<file path="src/rtl/led_fader.sv">
// rtl/led_fader.sv - PWM LED fader with linear ramp up/down to a programmable brightness
//
// Purpose:
//   Takes the blinker's on/off request and turns it into a PWM drive that
//   ramps duty linearly, one LSB every RAMP_STEP_CYCLES clocks, up to
//   brightness (led_req=1) or down to zero (led_req=0).
//
// Ports:
//   clk         system clock
//   reset       asynchronous active-low reset
//   led_req     requested LED state from the blinker (1 = on)
//   brightness  target duty while led_req=1
//   led_out     registered PWM drive (high while pwm_cnt < duty)
//   duty        current duty value
//   busy        high while ramping (UP or DOWN)

module led_fader #(
  parameter int PWM_BITS         = 8,
  parameter int RAMP_STEP_CYCLES = 390625
) (
  input  logic                clk,
  input  logic                reset,
  input  logic                led_req,
  input  logic [PWM_BITS-1:0] brightness,
  output logic                led_out,
  output logic [PWM_BITS-1:0] duty,
  output logic                busy
);

  localparam int SW = (RAMP_STEP_CYCLES > 1) ? $clog2(RAMP_STEP_CYCLES) : 1;
  localparam logic [SW-1:0]       STEP_LAST = SW'(RAMP_STEP_CYCLES - 1);
  localparam logic [SW-1:0]       STEP_ONE  = SW'(1);
  localparam logic [PWM_BITS-1:0] DUTY_ONE  = PWM_BITS'(1);

  typedef enum logic [1:0] {
    S_IDLE = 2'd0,
    S_UP   = 2'd1,
    S_HOLD = 2'd2,
    S_DOWN = 2'd3
  } state_t;

  state_t              r_state;
  logic [PWM_BITS-1:0] r_pwm_cnt;
  logic [PWM_BITS-1:0] r_duty;
  logic [SW-1:0]       r_step_cnt;
  logic                r_led_out;
  logic                r_busy;

  logic [PWM_BITS-1:0] w_target;
  logic                w_step_term;
  logic [PWM_BITS-1:0] w_duty_nxt;

  // The step is taken only if it still moves toward the (possibly new) target,
  // so a target change on a terminal cycle can never cause an overshoot. Since
  // target is bounded by the PWM range, duty < target also blocks the increment
  // at full scale, and duty > target blocks the decrement at zero.
  always_comb begin
    w_target    = led_req ? brightness : '0;
    w_step_term = (r_step_cnt == STEP_LAST);
    w_duty_nxt  = r_duty;
    if (r_state == S_UP && w_step_term && r_duty < w_target) begin
      w_duty_nxt = r_duty + DUTY_ONE;
    end else if (r_state == S_DOWN && w_step_term && r_duty > w_target) begin
      w_duty_nxt = r_duty - DUTY_ONE;
    end
  end

  // State is chosen from the post-step duty against the current target, so
  // the cycle that lands on target already leaves UP/DOWN.
  always_ff @(posedge clk or negedge reset) begin
    if (!reset) begin
      r_state    <= S_IDLE;
      r_pwm_cnt  <= '0;
      r_duty     <= '0;
      r_step_cnt <= '0;
      r_led_out  <= 1'b0;
      r_busy     <= 1'b0;
    end else begin
      r_pwm_cnt <= r_pwm_cnt + DUTY_ONE;
      r_led_out <= (r_pwm_cnt < r_duty);
      r_duty    <= w_duty_nxt;

      if (w_duty_nxt < w_target) begin
        r_state <= S_UP;
        r_busy  <= 1'b1;
        // Entering UP (including a reversal) restarts the step interval.
        if (r_state != S_UP || w_step_term) begin
          r_step_cnt <= '0;
        end else begin
          r_step_cnt <= r_step_cnt + STEP_ONE;
        end
      end else if (w_duty_nxt > w_target) begin
        r_state <= S_DOWN;
        r_busy  <= 1'b1;
        if (r_state != S_DOWN || w_step_term) begin
          r_step_cnt <= '0;
        end else begin
          r_step_cnt <= r_step_cnt + STEP_ONE;
        end
      end else begin
        r_state    <= (w_duty_nxt == '0) ? S_IDLE : S_HOLD;
        r_busy     <= 1'b0;
        r_step_cnt <= '0;
      end
    end
  end

  assign led_out = r_led_out;
  assign duty    = r_duty;
  assign busy    = r_busy;

endmodule

</file>
<file path="config.mk">
export PLATFORM = sky130hd
export DESIGN_NAME = led_fader
export DESIGN_NICKNAME = d
export VERILOG_FILES = /design/src/rtl/led_fader.sv
export SDC_FILE = /design/constraint.sdc
export NUM_CORES = 1
export LEC_CHECK = 0
export ABC_AREA = 0
export CAP_MARGIN = 25
export CORE_AREA = 10 10 88 106
export DETAILED_ROUTE_END_ITERATION = 12
export DIE_AREA = 0 0 98 116
export SKIP_CTS_REPAIR_TIMING = 1
export SLEW_MARGIN = 10
export SYNTH_ARGS = -nofsm -noshare
export SYNTH_HDL_FRONTEND = slang
export SYNTH_SLANG_ARGS = --single-unit
</file>
<file path="constraint.sdc">
create_clock -name clk -period 6 [get_ports clk]
set_input_delay 0.6 -clock clk [delete_from_list [all_inputs] [get_ports clk]]
set_output_delay 0.6 -clock clk [all_outputs]
set_load 0.02 [all_outputs]
</file>
==> flow_summary.rst <==
.. list-table::
   :header-rows: 1

   * - Metric
     - Value
   * - Routed Antenna Nets
     - 0
   * - Ratio of cells with drive above 1 in the final layout
     - under 10%
   * - Largest family of logic cells by synthesized area
     - simple AND/OR/NAND/NOR gates
   * - Clk Tree Root Cell
     - clkbuf_8
   * - # port buffers
     - 20
   * - Via Count
     - roughly 1900
   * - Synth top cells by count
     - 38 x dfrtp_1, 32 x nor2_1, 28 x ha_1, 27 x nand2_1, 18 x inv_1
   * - Sequential share of the synthesized area
     - between 30% and 40%
   * - Hold Violations, Final
     - 0
   * - Total power per unit cell area
     - between 150 and 200 nW/um2
   * - Share of the synthesized area in the top cell type
     - between 30% and 40%
   * - CTS Buf Count
     - 5
   * - Fraction of the mapped netlist area in simple logic gates
     - a little under a quarter
   * - Top cells by area, synth
     - dfrtp_1 38%, ha_1 14%, xnor2_1 6.0%, nor2_1 4.8%, nand2_1 4.1%
   * - Worst setup EP type
     - register
   * - Yosys top cell by area
     - dfrtp_1
   * - FF+latch count, synth
     - 38
   * - Result of the run
     - complete, no violations
   * - Sum of negative setup slack
     - 0 ps
   * - Post-synthesis adder-cell area fraction
     - between 10% and 20%
   * - Placer congestion estimate
     - about 0.82
   * - Crit path top cell by count
     - a21oi_1
   * - Routed wire length
     - ~5200 um
   * - GRT Residual Overflow
     - 0
   * - Io pins
     - 21
   * - Ys flop type
     - dfrtp_1
   * - Peak VDD IR
     - ~190 uV
   * - EDFF count, synth
     - 0
   * - Effective utilization at floorplan
     - 34.51%
   * - First-pass GRT wire length
     - 8680 um
   * - Clock latency on the worst-skew pair
     - a little under 300 ps
   * - Category of the most critical setup path
     - input pin to register
   * - Synthesized instance count
     - between 200 and 300
   * - Area added between synthesis and finish
     - 15.43%
   * - Die Width
     - between 90 and 100 um
   * - Chip height
     - ~120 um
   * - DRC viols
     - 0
   * - CP Data Required Time
     - just over 6000 ps
   * - Number of vias per cell after detailed routing
     - 4.981
   * - Share of async-settable or async-resettable flops after synthesis
     - between 90% and 100%
   * - Dominant cell by count in the synthesized netlist
     - dfrtp_1
   * - Share of the synthesized netlist area taken by xor and xnor gates
     - 9.531%
   * - Share of the cycle needed by the critical path after routing
     - 80.94%
   * - Fraction of synthesized area in multiplexers
     - 0%
   * - Synthesized-area fraction occupied by ao, oa, aoi and oai cells
     - roughly 11%
   * - Final Slew Violations
     - 0
   * - Unrepaired setup endpoints after global routing
     - false
   * - Distinct cells, synth
     - 42
   * - Transition at the pin with the smallest max-transition slack
     - about 870 ps
   * - Drt first pass iters
     - 4
   * - Vias in the first global route
     - around 1900
   * - Maximum operating frequency
     - roughly 200 MHz
   * - Number of synthesis warnings
     - 0
   * - Post-synthesis average cell area
     - approximately 9.5 um2
   * - Fin util
     - 39.84%
   * - Start point of the critical path
     - led_req
   * - CTS clk-pin slew, worst paths
     - around 80 ps
   * - R2R Path Start
     - duty[1]
   * - Startpoint Class
     - input pin
   * - Hold Path Class
     - input pin to async pin
   * - Clock sink total
     - 38
   * - Nets
     - around 330
   * - Maximum count of clock buffers along a single path
     - 2
   * - Cell with the largest stage delay on the worst path
     - clkdlybuf4s50_1
   * - Post-synthesis instance area
     - 2481 um2
   * - Leakage power
     - between 0.001 and 0.0015 uW
   * - Number of cell rows
     - 34
   * - Post-route minimum period
     - about 4900 ps
   * - Routed WL per cell
     - ~14 um
   * - Syn nets
     - 300
   * - Initial detailed-routing violation count
     - just under 50
   * - Post-route clock skew
     - ~11 ps
   * - Critical Path Max Stage Delay
     - around 610 ps
   * - Max FO, Critical Path
     - 8
   * - Total global routing track utilization
     - a little under a tenth
   * - Die area
     - around 11000 um2
   * - HPWL after DPL
     - between 4000 and 5000 um
   * - Core Region
     - slightly above 7000 um2
   * - Antenna violations before repair
     - 0
   * - Maxcap violations
     - 0
   * - Maximum level of the CTS H-tree
     - 2
   * - # diodes
     - 0
   * - Worst relative slew slack
     - between 40% and 50%
   * - Endpoints failing setup
     - 0
   * - Arrival time worst endpoint
     - 5040 ps
   * - List of cells traversed by the critical path
     - clkdlybuf4s50_1, nand2_1, ha_1, nor2b_1, o211ai_1, a21oi_1, or2_2, nor3_1, or3_1, and2_1, ha_1, a21oi_1, nor2_1, a211oi_1, a21oi_1, a21o_2, or4_1, o41a_1
   * - Maximum number of pins on one net before global-route repair
     - 39
   * - TritonCTS clock tree
     - done
==> placed cells by master (no fill, tap or decap), types with 4 or more instances in the layout <==
| cell | n |
|---|---|
| nand2_1 | 27 |
| xnor2_1 | 17 |
| dfrtp_1 | 38 |
| inv_1 | 18 |
| nand4_1 | 8 |
| nor2_1 | 32 |
| a21oi_1 | 8 |
| xor2_1 | 10 |
| clkdlybuf4s50_1 | 19 |
| o21ai_0 | 5 |
| nor3_1 | 8 |
| clkbuf_8 | 5 |
| ha_1 | 28 |
| or3_1 | 4 |
| nand3_1 | 11 |
==> critical path, delay by kind of cell <==
family                     cells  cell delay, ps
AOI/OAI and AO/OA              7            1700
adders and majority gates      2             610
and+or+nand+nor                8            1510
buffers and inverters          1             610
==> metal layers <==
metal  GRT usage [%]  routed length (um)
met1           9.899                2364
met2           16.52                2572
met3           2.442                 201
met4           3.883                  93
met5               0                   0
==> report_power, final <==
| part | switching (uW) | internal, uW |
|---|---|---|
| clock network | 95.3 | 82.1 |
| registers | 14.8 | 268 |
| logic | 58.8 | 44.9 |
| total | 169 | 395 |
==> cell families (layout without fill, tap and decap cells) <==
logic type,after synthesis,in the layout
AO/OA/AOI/OAI,35,35
XOR/XNOR,27,27
adder cells (fa/ha/maj),28,28
buffers and inverters,21,47
flip-flops,38,38
AND/OR/NAND/NOR,112,112
==> final timing paths <==
kind / cells past startpoint / to / slack, ps
max in group asynchronous: 1 / r_step_cnt[14] / 5030
worst min-delay path: 1 / duty[6] / 410
min in group clk: 1 / r_pwm_cnt[0] / 490
worst max-delay path: 18 / r_state[1] / 1140
worst max register to register: 16 / r_state[1] / 1650
worst min register to register: 1 / r_pwm_cnt[0] / 490
==> registers in the layout, indices dropped and copies added (netlist names) <==
signal      cells
duty            8
led_out         1
r_pwm_cnt       8
r_state         2
r_step_cnt     19
==> metrics by stage <==
step | area [um2] | setup WS, ps | power [uW] | hold WS, ps | std cells
after floorplan | 2481 | 1725 | 355.8 | 304.4 | 261
after global placement | 2778 | 905.2 | 390.6 | 476.8 | 369
after detailed placement | 2778 | 836.4 | 393.3 | 489.9 | 369
after CTS | 2864 | 1138 | 573.4 | 439.8 | 377
after global routing | 2864 | 770.8 | 596.2 | 471.8 | 377
final | 2864 | 1144 | 563.9 | 410.7 | 377
==> layout make-up <==
type                    instances  area (um2)
fillers                       717        4325
multi-input cells             202        1444
flip-flops and latches         38       950.9
repair buffers                 21       202.7
well taps                      90       112.6
clock buffers                   6       72.57
inverters                      18       67.56
clock inverters                 2       13.76
(Power assumes the default switching activity.)
